<file path="config.mk">
export PLATFORM = sky130hd
export DESIGN_NAME = mem_access_unit
export DESIGN_NICKNAME = d
export VERILOG_FILES = /design/src/rtl/lc3b_types.sv /design/src/rtl/mem_byte_lane.sv /design/src/rtl/mem_access_unit.sv
export SDC_FILE = /design/constraint.sdc
export NUM_CORES = 1
export LEC_CHECK = 0
export CELL_PAD_IN_SITES_DETAIL_PLACEMENT = 1
export CELL_PAD_IN_SITES_GLOBAL_PLACEMENT = 1
export CORE_ASPECT_RATIO = 1.75
export CORE_UTILIZATION = 23
export CTS_CLUSTER_DIAMETER = 30
export DETAILED_ROUTE_END_ITERATION = 8
export HOLD_SLACK_MARGIN = 0.1
export MAX_ROUTING_LAYER = met4
export PLACE_DENSITY_LB_ADDON = 0.25
export SKIP_CTS_REPAIR_TIMING = 1
export SLEW_MARGIN = 30
export SYNTH_ARGS = -nofsm -noshare
export SYNTH_HDL_FRONTEND = slang
export SYNTH_SLANG_ARGS = --single-unit
export TNS_END_PERCENT = 10
</file>
<file path="constraint.sdc">
create_clock -name clk -period 2.3 [get_ports clk]
set_input_delay 0.23 -clock clk [delete_from_list [all_inputs] [get_ports clk]]
set_output_delay 0.23 -clock clk [all_outputs]
set_load 0.02 [all_outputs]
</file>
<file path="src/rtl/lc3b_types.sv">
// ---------------------------------------------------------------------------
// lc3b_types
//   Shared types for the LC-3b pipeline memory stage.
//   - lc3b_word / lc3b_byte : datapath widths
//   - lc3b_mem_state        : memory-stage access sequencer states
//   - byte-enable encodings and a word-alignment helper
// ---------------------------------------------------------------------------
package lc3b_types;

   typedef logic [15:0] lc3b_word;
   typedef logic [7:0]  lc3b_byte;

   typedef enum logic {
      MS_FIRST,
      MS_SECOND
   } lc3b_mem_state;

   localparam lc3b_word   WORD_ALIGN_MASK = 16'hFFFE;

   localparam logic [1:0] BE_NONE = 2'b00;
   localparam logic [1:0] BE_LOW  = 2'b01;
   localparam logic [1:0] BE_HIGH = 2'b10;
   localparam logic [1:0] BE_WORD = 2'b11;

   // Word accesses ignore address bit 0; the cache always sees an even address.
   function automatic lc3b_word word_align(input lc3b_word a);
      return a & WORD_ALIGN_MASK;
   endfunction

endpackage

</file>
<file path="src/rtl/mem_byte_lane.sv">
// ---------------------------------------------------------------------------
// mem_byte_lane
//   Combinational byte-lane steering between the core and the data cache.
//   Ports:
//     i_ldb_op, i_stb_op : byte load / byte store of the current instruction
//     i_addr_lsb         : address bit 0, selects the high or low byte
//     i_store_data       : store source register value
//     i_rdata            : cache read data
//     o_be               : byte enables (bit 1 high byte, bit 0 low byte)
//     o_wdata            : cache write data (STB replicates the low byte)
//     o_load_data        : load result (LDB zero-extended)
// ---------------------------------------------------------------------------
module mem_byte_lane
   import lc3b_types::*;
(
   input  logic       i_ldb_op,
   input  logic       i_stb_op,
   input  logic       i_addr_lsb,
   input  lc3b_word   i_store_data,
   input  lc3b_word   i_rdata,
   output logic [1:0] o_be,
   output lc3b_word   o_wdata,
   output lc3b_word   o_load_data
);

   logic     w_byte_op;
   lc3b_byte w_rd_byte;

   assign w_byte_op = i_ldb_op | i_stb_op;
   assign w_rd_byte = i_addr_lsb ? i_rdata[15:8] : i_rdata[7:0];

   always_comb begin
      o_be        = BE_WORD;
      o_wdata     = i_store_data;
      o_load_data = i_rdata;

      if (w_byte_op) begin
         o_be = i_addr_lsb ? BE_HIGH : BE_LOW;
      end

      // The low byte is copied to both lanes so the enabled lane always
      // carries the store value regardless of address parity.
      if (i_stb_op) begin
         o_wdata = {i_store_data[7:0], i_store_data[7:0]};
      end

      if (i_ldb_op) begin
         o_load_data = {8'h00, w_rd_byte};
      end
   end

endmodule

</file>
<file path="src/rtl/mem_access_unit.sv">
// ---------------------------------------------------------------------------
// mem_access_unit
//   Memory-stage access sequencer for the pipelined LC-3b core. Drives the
//   data-cache port from the EX/MEM control word, sequences the two-access
//   LDI/STI indirection and stalls the pipeline until the final response.
//
//   state     | meaning
//   ----------+-------------------------------------------------------------
//   MS_FIRST  | idle, plain access, or pointer read of LDI/STI
//   MS_SECOND | indirect data access at the latched pointer
//
//   Ports:
//     clk, rst                       : clock, synchronous active-high reset
//     req_valid                      : EX/MEM holds a valid instruction
//     dcache_enable, dcacheR/W       : control-word memory fields
//     ldi_op, sti_op, ldb_op, stb_op : instruction kind qualifiers
//     addr, store_data               : EX effective address, store source
//     dmem_*                         : data-cache request/response port
//     load_data                      : result to writeback
//     mem_stall                      : freeze upstream pipeline latches
// ---------------------------------------------------------------------------
module mem_access_unit
   import lc3b_types::*;
(
   input  logic       clk,
   input  logic       rst,
   input  logic       req_valid,
   input  logic       dcache_enable,
   input  logic       dcacheR,
   input  logic       dcacheW,
   input  logic       ldi_op,
   input  logic       sti_op,
   input  logic       ldb_op,
   input  logic       stb_op,
   input  lc3b_word   addr,
   input  lc3b_word   store_data,
   output lc3b_word   dmem_address,
   output logic       dmem_read,
   output logic       dmem_write,
   output logic [1:0] dmem_byte_enable,
   output lc3b_word   dmem_wdata,
   input  lc3b_word   dmem_rdata,
   input  logic       dmem_resp,
   output lc3b_word   load_data,
   output logic       mem_stall
);

   lc3b_mem_state r_state;
   lc3b_mem_state w_next_state;
   lc3b_word      r_ptr;

   logic       w_active;
   logic       w_indirect;
   logic       w_byte_op;
   logic       w_final_resp;
   logic       w_ptr_load;
   logic [1:0] w_lane_be;
   lc3b_word   w_lane_wdata;
   lc3b_word   w_lane_load;

   assign w_active   = req_valid & dcache_enable;
   assign w_indirect = ldi_op | sti_op;
   assign w_byte_op  = ldb_op | stb_op;

   mem_byte_lane u_byte_lane (
      .i_ldb_op     (ldb_op),
      .i_stb_op     (stb_op),
      .i_addr_lsb   (addr[0]),
      .i_store_data (store_data),
      .i_rdata      (dmem_rdata),
      .o_be         (w_lane_be),
      .o_wdata      (w_lane_wdata),
      .o_load_data  (w_lane_load)
   );

   always_ff @(posedge clk) begin
      if (rst) begin
         r_state <= MS_FIRST;
      end else begin
         r_state <= w_next_state;
      end
   end

   always_ff @(posedge clk) begin
      if (rst) begin
         r_ptr <= '0;
      end else if (w_ptr_load) begin
         r_ptr <= word_align(dmem_rdata);
      end
   end

   always_comb begin
      w_next_state     = r_state;
      w_final_resp     = 1'b0;
      w_ptr_load       = 1'b0;
      dmem_address     = '0;
      dmem_read        = 1'b0;
      dmem_write       = 1'b0;
      dmem_byte_enable = BE_NONE;
      dmem_wdata       = '0;

      case (r_state)
         MS_FIRST: begin
            if (w_active) begin
               dmem_address = w_byte_op ? addr : word_align(addr);
               if (w_indirect) begin
                  // Pointer fetch: always a full-word read, whatever the
                  // control word says about the eventual data access.
                  dmem_read        = 1'b1;
                  dmem_byte_enable = BE_WORD;
                  if (dmem_resp) begin
                     w_ptr_load   = 1'b1;
                     w_next_state = MS_SECOND;
                  end
               end else begin
                  dmem_read        = dcacheR;
                  dmem_write       = dcacheW;
                  dmem_byte_enable = w_lane_be;
                  dmem_wdata       = w_lane_wdata;
                  // A response with no strobe up is not ours to consume.
                  if (dmem_resp && (dcacheR || dcacheW)) begin
                     w_final_resp = 1'b1;
                  end
               end
            end
         end

         MS_SECOND: begin
            if (w_active) begin
               dmem_address     = r_ptr;
               dmem_read        = ldi_op;
               dmem_write       = sti_op;
               dmem_byte_enable = BE_WORD;
               if (sti_op) begin
                  dmem_wdata = store_data;
               end
               if (dmem_resp && (ldi_op || sti_op)) begin
                  w_final_resp = 1'b1;
                  w_next_state = MS_FIRST;
               end
            end else begin
               // Instruction vanished mid-indirection; never leave a
               // stale second access pending for the next one.
               w_next_state = MS_FIRST;
            end
         end

         default: begin
            w_next_state = MS_FIRST;
         end
      endcase
   end

   assign mem_stall = w_active & ~w_final_resp;
   assign load_data = w_active ? w_lane_load : '0;

endmodule

</file>
### Word level (Yosys, flattened, before mapping)

Cells that the tools add are included.
W data, S select, Z words.

* muxes and demuxes: 40
* bitwise gates (word level): 6
* reduce and logical (&&, ||, !) cells: 4

Operators with widths (number)
* $mux W16: 9
* $pmux W16 S2: 2
* $mux W1: 18
* $mux W2: 5
* $mux W8: 1
* $pmux W1 S2: 4
* $pmux W2 S2: 1
* $and A1 B1 Y1: 2
* $logic_and A1 B1 Y1: 2
* $logic_or A1 B1 Y1: 2
* $not A1 Y1: 2
* $or A1 B1 Y1: 2

* register bits: 16
* input bits: 59
* output and inout bits: 53
* logic and storage cells: 52

### Longest topological paths before layout

* depth in word-level cells: 8
* mapped depth: 4
* depth with buffers taken out: 3

### Modules after synthesis

From an unflattened synthesis, not the netlist that was laid out.

* cell total of the unflattened synthesis: 196
* area, all modules: 1662.8 um^2

By module, submodules not included
* mem_access_unit: instances 1, cells each 159, area each 1341.3 um^2, sequential area each 320.3 um^2
* mem_byte_lane: instances 1, cells each 37, area each 321.6 um^2, sequential area each 0.0 um^2

### Worst setup path after synthesis

Ideal clock, no wire load.

* path type: register -> output
* start point: register r_state
* end point: output dmem_wdata[10]
* arrival: 1447 ps
* data required time: 2070 ps
* path slack: 623 ps
* cell stages (with the launch flop): 5
* path buffers: 1
* cell sequence: dfxtp_1 buf_6 or4_4 a21oi_4 a22o_1

* cells in the longest elaborated chain, start to end: 2

RTL lines
* from (decl): line mem_access_unit.sv:48 `lc3b_mem_state r_state;`
* from (signal assigned): line mem_access_unit.sv:80 `r_state <= w_next_state;`
* $not A1 Y1
* $pmux W16 S2 (*): line mem_access_unit.sv:102 `case (r_state)`
* to (decl): line mem_access_unit.sv:41 `output lc3b_word dmem_wdata,`

Mark *: on every way between the ends. The rest lies on a longest branch, timed or not.

### Worst setup path after layout

* start point: input ldi_op
* end point: output dmem_byte_enable[0]

* cells in the longest elaborated chain, start to end: 4

RTL lines
* from (decl): line mem_access_unit.sv:31 `input logic ldi_op,`
* $or A1 B1 Y1: line mem_access_unit.sv:62 `assign w_indirect = ldi_op | sti_op;`
* $mux W2: line mem_access_unit.sv:106 `if (w_indirect) begin`
* $mux W2: line mem_access_unit.sv:104 `if (w_active) begin`
* $pmux W2 S2: line mem_access_unit.sv:102
* to (decl): line mem_access_unit.sv:40 `output logic [1:0] dmem_byte_enable,`

No other way between the ends.

==> results.tsv <==
metric	value	unit
Ys Warns	0	
CP dominant cell by count	clkdlybuf4s50_1	
I/O pin cnt	112	
antenna viol nets, final	0	
total core area	0.00583	mm²
status	completed	
gr usage total	17.6	%
Layout area overhead	103	%
RSZ-0062 raised after global routing	false	
initial antenna violation count	0	
area leader, netlist	dfxtp_1	
Post-synth EDFFs	0	
relative slew slack	69.6	%
FILL cells	708	
share of layout cells above drive strength 1	8.67	%
IO Port Bufs	111	
drt total wl	5560	µm
data arrival time of the critical path	1980	ps
CTS max path bufs	2	
Static Leakage	1.46	nW
Net Count, Synth	240	
Worst EP required	2070	ps
slowest stage delay, CP	530	ps
CP Launch Type	primary input	
final cycle utilization of the critical path	96.2	%
Starting Density	23.8	%
Tmin final	2210	ps
Fin Setup TNS	0	ps
row cnt	37	
GPL Wtd Cong	0.774	
DRC	0	
Least-Margin Pin Slew	451	ps
final hold slack	480	ps
CP max-delay cell	clkdlybuf4s50_1	
Multi-input gate area	0.00102	mm²
die area	0.00637	mm²
die width	60.8	µm
Max Cap Viol	0	
top routing layer in use	met4	
DR iter-0 viols	28	
Vias	1744	
Clock Sinks	16	
worst hold path type	reg2reg	
CTS tree	yes	
largest net degree at the start of global routing	32	
sequential share of the synthesized area	23.0	%
power density cells	317	mW/mm²
vias in the first global route	1801	
Yosys top cell area share	23.0	%
crit-path max FO	4	
Crit path max-delay family	buffers and inverters	
worst skew pair latency	250	ps
CTS HTree Levels	1	
post-synth cell types	24	
syn avg cell area	7.68	µm²
Area contributors post-synth	dfxtp_1, mux2i_1, nand2b_1	
Num CTS Buffers	3	
Crit Path Class	in2out	
crit end category	output port	
synthesized flop and latch total	16	
worst ir drop on vdd	0.000203	V
Synth async-reset ratio	0	%
grt total ovfl	0	
Clock Pin Slew Worst Setup and Hold Paths	70	ps
FF+latch area	320	µm²
Setup Viol. Count Final	0	
CTS Root Cell	clkbuf_8	
routed wl met3	425	µm
max-slew violation count	0	
WL met2	3160	µm
DR pass1 iterations	4	
number of diodes	0	
final hold vios	0	
Synth Instances	181	
Die Height	105	µm
Fin Clk Skew	1.58	ps
DR vias/cell	4.61	
M1 WL	1960	µm
Synth Flop Type	dfxtp_1	
# nets final	360	
first-pass GRT wire length	8530	µm
HPWL Detailed	4400	µm
Fmax	452	MHz
Cell Area, Synth	0.00139	mm²
WL/cell	14.7	µm
crit-path cells	clkdlybuf4s50_1 -> buf_4 -> or2_2 -> nor4b_2 -> nor2_1 -> clkdlybuf4s50_1	
CP bufs+invs	3	
-- path summary, 6_finish.rpt --
check                           startpoint                   to  slack (ps)  cells past startpoint
worst max-delay path                ldi_op  dmem_byte_enable[0]          90                      6
worst min-delay path              r_ptr[9]             r_ptr[9]         480                      2
worst max register to register     r_state             r_ptr[5]         970                      4
worst min register to register    r_ptr[9]             r_ptr[9]         480                      2
-- cell families after synthesis --
| kind of cell | count (synthesis) | synth area share [%] |
|---|---|---|
| flip-flops | 16 | 23.0 |
| XOR/XNOR | 1 | 0.630 |
| AO/OA/AOI/OAI | 24 | 12.1 |
| buffers and inverters | 13 | 4.77 |
| AND/OR/NAND/NOR | 97 | 37.9 |
| multiplexers | 30 | 21.6 |
-- state kept, by name (all words and copies together), names as in the netlist --
name	count
r_ptr	15
r_state	1
-- cell usage in the layout (no fill, tap or decap), drive strengths merged --
master         count
mux2i             30
or2                1
nand2             12
or4                1
inv                1
nor3               3
or3                1
nand3              9
nand2b            30
dfxtp             16
a21oi             13
xor2               1
clkbuf             4
nor2              21
a311oi             1
nor4b              3
clkdlybuf4s50     84
o21ai              1
buf               16
and2              16
a22o               8
dlymetal6s2s      27
o21bai             1
-- where the power goes --
part	internal (mW)	switching, mW	leakage, nW
Clock	0.152	0.103	0.0288
Sequential	0.285	0.00516	0.130
Combinational	0.201	0.149	1.30
-- synthesized netlist by cell type (2+ instances only) --
master and n:
and2_1 16, a21oi_1 12, buf_6 2, a22o_1 8, nor2_1 21, nand3_1 9
buf_2 2, nand2_1 12, nand2b_1 30, nor3_1 2, clkbuf_1 8, mux2i_1 30
nor4b_1 3, dfxtp_1 16
-- per-layer routing --
layer	GRT usage [%]	up-vias
li1	-	859
met3	2.97	2
met1	16.8	815
met2	35.1	68
met4	2.44	0
met5	-	-
-- final cells by class --
class,instances,share of cell area (%)
timing repair buffer,127,47.0
sequential,16,11.4
clock buffer,4,1.95
multi-input combinational,152,36.1
inverter,1,0.133
tap,78,3.46
-- metrics by stage --
stage / cell area (µm²) / util [%] / power [mW] / std cells / worst slack (ps)
global placement: 2680 / 45.9 / 0.645 / 374 / -141
finish: 2820 / 48.3 / 0.895 / 378 / 87.3
CTS: 2730 / 46.8 / 0.910 / 378 / -280
global route: 2820 / 48.3 / 0.944 / 378 / 2.96
floorplan: 1390 / - / 0.437 / 181 / 623
detailed placement: 2680 / 45.9 / 0.649 / 374 / -189
-- worst register-to-register path, cell delays in order, from the launching register on --
cell and delay (ps):
dfxtp_1 360, buf_12 200, nor3_4 210, buf_4 270, mux2i_1 220
(Power assumes the default switching activity.)
